<file path="config.mk">
export PLATFORM = sky130hd
export DESIGN_NAME = color_cmd_scheduler
export DESIGN_NICKNAME = d
export VERILOG_FILES = /design/src/rtl/color_sched_pkg.sv /design/src/rtl/rr_arbiter.sv /design/src/rtl/color_cmd_scheduler.sv
export SDC_FILE = /design/constraint.sdc
export NUM_CORES = 1
export LEC_CHECK = 0
export CAP_MARGIN = 20
export CORE_AREA = 8 8 67 69
export CTS_CLUSTER_SIZE = 16
export DETAILED_ROUTE_END_ITERATION = 12
export DIE_AREA = 0 0 75 77
export PLACE_DENSITY = 0.78
export SETUP_SLACK_MARGIN = 0.3
export SYNTH_ARGS = -nofsm -noshare
export SYNTH_HDL_FRONTEND = slang
export SYNTH_SLANG_ARGS = --single-unit
</file>
<file path="constraint.sdc">
create_clock -name clk -period 5.9 [get_ports clk]
set_input_delay 1.475 -clock clk [delete_from_list [all_inputs] [get_ports clk]]
set_output_delay 1.475 -clock clk [all_outputs]
set_load 0.05 [all_outputs]
</file>
<file path="src/rtl/color_sched_pkg.sv">
// Shared types, constants and legality helpers for the colour command scheduler.
package color_sched_pkg;

  // Command encoding seen on each requester's command slice and on fsm_in.
  typedef enum logic [1:0] {
    CMD_RED    = 2'd0,
    CMD_TOGGLE = 2'd1,
    CMD_HSV    = 2'd2,
    CMD_NOP    = 2'd3
  } cmd_t;

  // Scheduler's private copy of where the colour FSM should be.
  typedef enum logic [1:0] {
    M_BLUE = 2'd0,
    M_RED  = 2'd1,
    M_HSV  = 2'd2
  } mirror_t;

  typedef enum logic [2:0] {
    Sched_Idle  = 3'd0,
    Sched_Drive = 3'd1,
    Sched_Check = 3'd2,
    Sched_Done  = 3'd3,
    HSV_Hold    = 3'd4
  } sched_state_t;

  // fsm_in value that causes no transition in any colour state.
  localparam logic [1:0] FSM_IDLE_IN = 2'h3;
  localparam logic [1:0] OUT_BLUE    = 2'h1;
  localparam logic [1:0] OUT_RED     = 2'h2;

  // Width of a requester index; a single requester still needs one bit.
  function automatic int idx_width(input int n);
    return (n > 1) ? $clog2(n) : 1;
  endfunction

  // Whether a command may be issued from the given colour state.
  function automatic logic cmd_legal(input mirror_t m, input cmd_t c);
    logic ok;
    ok = 1'b0;
    case (c)
      CMD_TOGGLE: ok = (m == M_BLUE) || (m == M_RED);
      CMD_HSV:    ok = (m == M_RED);
      CMD_RED:    ok = (m == M_RED) || (m == M_HSV);
      default:    ok = 1'b1;
    endcase
    return ok;
  endfunction

  // Colour state after a legal command has been driven.
  function automatic mirror_t next_mirror(input mirror_t m, input cmd_t c);
    mirror_t n;
    n = m;
    case (c)
      CMD_TOGGLE: n = (m == M_BLUE) ? M_RED : M_BLUE;
      CMD_HSV:    n = M_HSV;
      CMD_RED:    n = M_RED;
      default:    n = m;
    endcase
    return n;
  endfunction

  // fsm_out the colour FSM must present once it sits in state m.
  function automatic logic [1:0] expected_out(input mirror_t m);
    return (m == M_BLUE) ? OUT_BLUE : OUT_RED;
  endfunction

endpackage

</file>
<file path="src/rtl/rr_arbiter.sv">
// Combinational round-robin pick: first set request at or above ptr, wrapping.
module rr_arbiter
  import color_sched_pkg::*;
#(
  parameter int NUM_REQ = 4,
  parameter int IDX_W   = idx_width(NUM_REQ)
) (
  input  logic [NUM_REQ-1:0] req,
  input  logic [IDX_W-1:0]   ptr,
  output logic               valid,
  output logic [NUM_REQ-1:0] gnt,
  output logic [IDX_W-1:0]   idx
);

  localparam logic [IDX_W:0] N_EXT = (IDX_W + 1)'(NUM_REQ);

  logic [2*NUM_REQ-1:0] w_dbl;
  logic [NUM_REQ-1:0]   w_rot;
  logic [IDX_W-1:0]     w_off;
  logic [IDX_W:0]       w_sum;

  // Doubling the vector turns the wrap-around into a plain part-select.
  assign w_dbl = {req, req};
  assign w_rot = w_dbl[ptr +: NUM_REQ];

  // Lowest set bit of the rotated vector is the distance from ptr to the winner.
  always_comb begin
    w_off = '0;
    for (int k = NUM_REQ - 1; k >= 0; k--) begin
      if (w_rot[k]) w_off = IDX_W'(k);
    end
  end

  assign w_sum = {1'b0, ptr} + {1'b0, w_off};
  assign idx   = (w_sum >= N_EXT) ? IDX_W'(w_sum - N_EXT) : w_sum[IDX_W-1:0];
  assign valid = |req;

  genvar gi;
  generate
    for (gi = 0; gi < NUM_REQ; gi++) begin : g_onehot
      assign gnt[gi] = valid && (idx == IDX_W'(gi));
    end
  endgenerate

endmodule

</file>
<file path="src/rtl/color_cmd_scheduler.sv">
// Arbitrates colour commands from NUM_REQ requesters, filters illegal ones,
// drives the colour FSM for one cycle, checks its response, and enforces a
// minimum dwell after entering HSV.
module color_cmd_scheduler
  import color_sched_pkg::*;
#(
  parameter int NUM_REQ     = 4,
  parameter int HOLD_CYCLES = 3
) (
  input  logic                 clk,
  input  logic                 rst_n,
  input  logic [NUM_REQ-1:0]   req,
  input  logic [2*NUM_REQ-1:0] req_cmd,
  output logic [NUM_REQ-1:0]   gnt,
  output logic [NUM_REQ-1:0]   done,
  output logic                 err,
  output logic [1:0]           fsm_in,
  input  logic [1:0]           fsm_out,
  output logic                 busy,
  output logic                 hsv_active
);

  localparam int IDX_W = idx_width(NUM_REQ);

  logic               w_valid;
  logic [NUM_REQ-1:0] w_win;
  logic [IDX_W-1:0]   w_idx;
  cmd_t               w_cmd;
  logic               w_legal;

  sched_state_t       r_state;
  mirror_t            r_mirror;
  logic [IDX_W-1:0]   r_ptr;
  logic [IDX_W-1:0]   r_idx;
  cmd_t               r_cmd;
  logic               r_to_hold;
  logic [3:0]         r_cnt;
  logic [NUM_REQ-1:0] r_gnt;
  logic [NUM_REQ-1:0] r_done;
  logic               r_err;
  logic [1:0]         r_fsm_in;
  logic               r_busy;

  rr_arbiter #(
    .NUM_REQ (NUM_REQ),
    .IDX_W   (IDX_W)
  ) u_arb (
    .req   (req),
    .ptr   (r_ptr),
    .valid (w_valid),
    .gnt   (w_win),
    .idx   (w_idx)
  );

  // Winner's command and its legality against the colour state we believe in.
  assign w_cmd   = cmd_t'(req_cmd[{w_idx, 1'b0} +: 2]);
  assign w_legal = cmd_legal(r_mirror, w_cmd);

  // Scheduler FSM with all outputs registered alongside the state.
  always_ff @(posedge clk or negedge rst_n) begin
    if (!rst_n) begin
      r_state   <= Sched_Idle;
      r_mirror  <= M_RED;
      r_ptr     <= '0;
      r_idx     <= '0;
      r_cmd     <= CMD_NOP;
      r_to_hold <= 1'b0;
      r_cnt     <= '0;
      r_gnt     <= '0;
      r_done    <= '0;
      r_err     <= 1'b0;
      r_fsm_in  <= FSM_IDLE_IN;
      r_busy    <= 1'b0;
    end else begin
      case (r_state)
        Sched_Idle: begin
          r_done <= '0;
          r_err  <= 1'b0;
          if (w_valid) begin
            r_gnt     <= w_win;
            r_idx     <= w_idx;
            r_cmd     <= w_cmd;
            r_busy    <= 1'b1;
            r_to_hold <= w_legal && (w_cmd == CMD_HSV);
            if (w_legal && (w_cmd != CMD_NOP)) begin
              r_state  <= Sched_Drive;
              r_fsm_in <= w_cmd;
            end else begin
              // Nothing to drive: report straight away, flagging illegal commands.
              r_state <= Sched_Done;
              r_done  <= w_win;
              r_err   <= !w_legal;
            end
          end
        end
        Sched_Drive: begin
          r_fsm_in <= FSM_IDLE_IN;
          r_mirror <= next_mirror(r_mirror, r_cmd);
          r_state  <= Sched_Check;
        end
        Sched_Check: begin
          // Colour FSM has taken the command by now; a mismatch is reported but
          // the mirror keeps its intended value.
          r_done  <= r_gnt;
          r_err   <= (fsm_out != expected_out(r_mirror));
          r_state <= Sched_Done;
        end
        Sched_Done: begin
          r_done <= '0;
          r_err  <= 1'b0;
          r_gnt  <= '0;
          r_ptr  <= (r_idx == IDX_W'(NUM_REQ - 1)) ? '0 : r_idx + 1'b1;
          if (r_to_hold) begin
            r_state <= HSV_Hold;
            r_cnt   <= 4'(HOLD_CYCLES - 1);
          end else begin
            r_state <= Sched_Idle;
            r_busy  <= 1'b0;
          end
        end
        HSV_Hold: begin
          if (r_cnt == 4'd0) begin
            r_state <= Sched_Idle;
            r_busy  <= 1'b0;
          end else begin
            r_cnt <= r_cnt - 4'd1;
          end
        end
        default: begin
          r_state <= Sched_Idle;
          r_busy  <= 1'b0;
        end
      endcase
    end
  end

  assign gnt        = r_gnt;
  assign done       = r_done;
  assign err        = r_err;
  assign fsm_in     = r_fsm_in;
  assign busy       = r_busy;
  assign hsv_active = (r_mirror == M_HSV);

endmodule
</file>
==> After elaboration in Yosys (flattened, before gate mapping) <==
Cells that the tools add are included.
Widths: inputs -> output; s select.
{ "classes": {"n_bitwise": 1, "n_addsub": 4, "eq_ne": 22, "magnitude_cmp": 1, "muxes": 33, "shifts": 2, "reduce_logical": 29} }
{ "op_table": {"columns": ["op", "n"], "rows": [
  ["$mux 2", 10],
  ["$mux 4", 5],
  ["$pmux 4 s2", 2],
  ["$pmux 3 s5", 1],
  ["$eq 2x2->1 const B", 6],
  ["$ne 2x2->1 const B", 6],
  ["$pmux 4 s3", 1],
  ["$mux 3", 3],
  ["$eq 2x1->1 const B", 4],
  ["$logic_not 2->1", 4],
  ["$reduce_and 2->1", 4],
  ["$shiftx 8x3->4", 1],
  ["$shiftx 8x4->2", 1],
  ["$eq 3x2->1 const B", 2],
  ["$logic_and 1x1->1", 6],
  ["$mux 1", 6],
  ["$pmux 1 s3", 2],
  ["$pmux 2 s3", 1],
  ["$reduce_and 3->1", 2],
  ["$reduce_bool 2->1", 3],
  ["$reduce_bool 3->1", 2],
  ["$logic_not 4->1", 1],
  ["$pmux 1 s4", 1],
  ["$pmux 2 s2", 1],
  ["16 further kinds", 17]
]} }
{ "word_totals": {"output_inout_bits": 13, "elab_cells": 104, "regBits": 28} }

==> Logic depth before layout (Yosys ltp) <==
{ "logic_depth": {"depth_word": 15, "mapped_depth": 14} }

==> Modules after synthesis <==
From an unflattened synthesis, not the netlist that was laid out.
{ "hier_totals": {"cells_unflattened": 202, "area_unflattened_um2": 1926.8} }
{ "modules_own_cells": {"columns": ["module", "area_per_inst_um2", "n_inst", "cells_each", "seq_area_each_um2"], "rows": [
  ["color_cmd_scheduler", 1605.3, 1, 161, 706.9],
  ["rr_arbiter", 321.6, 1, 41, 0.0]
]} }

==> Worst setup path before layout <==
Ideal clock, no wire load.
{ "synth_timing": {"path_type": "in2reg", "start": "input port req[2]", "end": "register r_done[1], in the netlist done[1]", "setup_ps": 95, "arrival_ps": 3710, "setup_slack_ps": 2094, "path_stages": 14, "path_cell_list": "buf_6 -> nor2_1 -> nor2_1 -> a21oi_1 -> o32a_1 -> a21oi_1 -> ha_1 -> xor2_1 -> and3_2 -> or2_1 -> buf_6 -> o311ai_4 -> o21ai_2 -> o31ai_1"} }
{ "synth_between": {"elab_chain_len": 15} }
{ "synth_lines": {"columns": ["item", "line", "source"], "rows": [
  ["start: declaration", "color_cmd_scheduler.sv:12", "input logic [NUM_REQ-1:0] req,"],
  ["$shiftx 8x3->4", "rr_arbiter.sv:24", "assign w_rot = w_dbl[ptr +: NUM_REQ];"],
  ["$mux 2 (4 in series)", "rr_arbiter.sv:30", "if (w_rot[k]) w_off = IDX_W'(k);"],
  ["$add 2x2->3", "rr_arbiter.sv:34", "assign w_sum = {1'b0, ptr} + {1'b0, w_off};"],
  ["$ge 3x3->1 or $sub 2x1->2 (tied branches)", "rr_arbiter.sv:35", "assign idx = (w_sum >= N_EXT) ? IDX_W'(w_sum - N_EXT) : w_sum[IDX_W-1:0];"],
  ["$mux 2", "rr_arbiter.sv:35", null],
  ["$shiftx 8x4->2", "color_cmd_scheduler.sv:56", "assign w_cmd = cmd_t'(req_cmd[{w_idx, 1'b0} +: 2]);"],
  ["$eq 2x2->1 (tied with other cells)", "color_sched_pkg.sv:41", "case (c)"],
  ["$pmux 1 s3", "color_sched_pkg.sv:41", null],
  ["$logic_and 1x1->1", "color_cmd_scheduler.sv:85", "if (w_legal && (w_cmd != CMD_NOP)) begin"],
  ["$mux 4", "color_cmd_scheduler.sv:85", null],
  ["$mux 4 *", "color_cmd_scheduler.sv:79", "if (w_valid) begin"],
  ["$pmux 4 s3 *", "color_cmd_scheduler.sv:75", "case (r_state)"],
  ["end signal: assignment", "color_cmd_scheduler.sv:91", "r_done <= w_win;"],
  ["end signal: assignment", "color_cmd_scheduler.sv:104", "r_done <= r_gnt;"],
  ["end: declaration", "color_cmd_scheduler.sv:39", "logic [NUM_REQ-1:0] r_done;"]
]} }
Mark *: on every way between the ends. The rest lies on a longest branch, timed or not.
A chain may end at the register's enable or synchronous reset.

==> Worst setup path after layout <==
Same ends and word-level chain as after synthesis.

==> flow_summary.json <==
{
  "slew_viol_final": 0,
  "cts.clk_slew.worst_paths_ps": 150,
  "layout_min_cycle_time_ps": 4450,
  "ant_nets": 0,
  "setup_viol": 0,
  "final_core_util": 0.611,
  "synth-seq-area-share": 0.394,
  "grt_pass1_wl_mm": 6.84,
  "post-place-ws_ps": 1160,
  "synth_top_area_share": 0.321,
  "post_cts_buffers": 0,
  "cts-root-buf": "clkbuf_4",
  "cellLeakagePower_nw": 0.920,
  "firstDrtPassIters": 5,
  "die_h_um": 77,
  "die_w_um": 75,
  "worst_pin_slew_ps": 678,
  "initial_core_util": 0.513,
  "syn_area_per_cell_um2": 9.19,
  "postCtsHoldBufs": 0,
  "cts_buffer_depth": 2,
  "viasPerCell": 5.71,
  "yosys_warnings": 0,
  "async_flop_share": 1.00,
  "power_density_nw_per_um2": 632,
  "slew_headroom": 0.545,
  "status": "completed",
  "cp.required_ps": 6150,
  "dieArea_um2": 5780,
  "cts.sinks": 28,
  "reg2reg_slack_ps": 2650,
  "rows": 22,
  "synth_nets": 215,
  "cts_inserted_buffers": 3,
  "dp_hpwl_mm": 3.16,
  "drc_errors": 0,
  "setup.worst_path.start_class": "primary input",
  "grt-ovfl-total": 0,
  "ir_drop_uv": 435,
  "synth_cell_types": 56,
  "holdCritPathClass": "reg -> reg",
  "drive_gt1_frac": 0.114,
  "r2r-end": "done[1]",
  "num_vias": 1531,
  "dr.first_iter.drc_count": 147,
  "worst_skew_pair.late_latency_ps": 330,
  "ys_ff_latch": 28,
  "end_kind": "flip-flop",
  "wl_mm": 4.11,
  "ioPinCount": 29,
  "yosysTopAreaCell": "dfrtp_1",
  "hold_start": "r_cmd[1]",
  "fillCellCount": 325,
  "fmax_mhz": 225,
  "whs_ps": 489,
  "period_share": 0.754,
  "hold_violations": 0,
  "synth_ff_type": "dfrtp_1",
  "yosys-top-cells-count": "nand2_1 (26), dfrtp_1 (23), nor2_1 (21)",
  "hold_path_depth": 2,
  "n_antenna_cell": 0,
  "netlist_instances": 195,
  "cts_resized": 0,
  "grt_antenna_before_repair": 0,
  "grt_usage": 0.146,
  "ff2ff_path_depth": 10,
  "wl_per_cell_um": 15.3,
  "synthTopCellsByArea": "dfrtp_1 (32%), dfstp_2 (7.3%), nand2_1 (5.4%)",
  "crit_type": "in -> reg",
  "yosysMostFrequentCell": "nand2_1",
  "r2r-start": "r_ptr[1]",
  "holdPathEnd": "r_cmd[1]",
  "htreeDepth": 1,
  "first_global_vias": 1488,
  "area_growth_syn_to_layout_pct": 19.2,
  "fin_skew_ps": 2.73,
  "total_power_mw": 1.35,
  "worst_slack_ps": 1450,
  "rsz0062_at_grt": "false",
  "io_buffers": 28,
  "drv_cap": 0,
  "netlist_area_um2": 1790,
  "cts_tree": "yes",
  "crit_fanout": 9,
  "synth_edf_count": 0,
  "grt_start_max_net_pins": 29,
  "core_area_um2": 3500,
  "fin_nets": 241,
  "routabilityCongestion": 0.780,
  "fin_tns_setup_ps": 0,
  "cp_data_arrival_time_ps": 4700
}
## report_power, final
group | internal, mW | switching, mW
Sequential | 0.291 | 0.0920
Combinational | 0.309 | 0.533
Clock | 0.0687 | 0.0581
Total | 0.668 | 0.683
## worst max-delay path: stages
cell and delay [ps]:
clkdlybuf4s50_1 630, nor2_1 90, nor2_1 100, a21oi_1 50, o32a_1 180, a21oi_1 140
ha_1 210, xor2_1 300, and3_2 290, or2_1 360, mux2i_2 430, o21ai_2 170
o31ai_1 260
## metrics by stage
stage | instance area, µm² | instances
3_5_place_dp | 2080 | 264
4_1_cts | 2140 | 268
2_1_floorplan | 1790 | 195
6_report | 2140 | 268
3_3_place_gp | 2080 | 264
5_1_grt | 2140 | 268
## flip-flops by register name, indices dropped and copies added, names as in the netlist, 2 cells and up
name and cells:
done 4, gnt 4, r_cnt 4, r_state 3, fsm_in 2, r_cmd 2
r_idx 2, r_mirror 2, r_ptr 2
## cell usage in the layout (no fill, tap or decap), types with 3 or more instances in the layout
master / synthesis / layout
o31ai_1: 3 / 3
a22oi_1: 4 / 4
nor3_1: 8 / 8
nor2_1: 21 / 21
nor3b_1: 4 / 4
a21oi_1: 9 / 9
inv_1: 8 / 8
nand2_1: 26 / 26
mux2i_1: 3 / 3
ha_1: 4 / 4
nand3_1: 6 / 6
a32o_1: 3 / 3
o21ai_0: 9 / 9
clkdlybuf4s50_1: 0 / 28
clkbuf_4: 0 / 3
dfrtp_1: 23 / 23
dfstp_2: 5 / 5
nor4_1: 3 / 3
## metal layers
metal / part of all wire / GRT usage
met5: 0 / 0
met3: 0.032 / 0.0273
met4: 0.0054 / 0.0294
met2: 0.50 / 0.239
met1: 0.47 / 0.192
## logic make-up (layout without fill, tap and decap cells)
family | count (synthesis) | in the layout | share of synthesized area
XOR/XNOR | 4 | 4 | 0.0195
AND/OR/NAND/NOR | 85 | 85 | 0.234
AO/OA/AOI/OAI | 51 | 51 | 0.222
buffers and inverters | 16 | 41 | 0.0481
adder cells (fa/ha/maj) | 4 | 4 | 0.0279
multiplexers | 7 | 7 | 0.0537
flip-flops | 28 | 28 | 0.394
## final cells by class
| class | instances | area [µm²] | share of cell area |
|---|---|---|---|
| inverters | 8 | 30.0 | 0.0141 |
| clock inverters | 1 | 30.0 | 0.0141 |
| multi-input cells | 151 | 1000 | 0.468 |
| well taps | 48 | 60.1 | 0.0281 |
| clock buffers | 3 | 22.5 | 0.0105 |
| repair buffers | 29 | 288 | 0.135 |
| flip-flops and latches | 28 | 707 | 0.331 |
## worst max path at each step
stage	startpoint	to	slack [ps]	depth (start not counted)
after floorplan	req[2]	done[1]	2090	14
after global placement	req[2]	done[2]	1180	13
after detailed placement	req[2]	done[3]	1160	13
after CTS	req[2]	done[1]	1500	13
after global routing	req[2]	done[1]	1140	13
final	req[2]	done[1]	1450	13
Power figures use the tool's default switching activity.
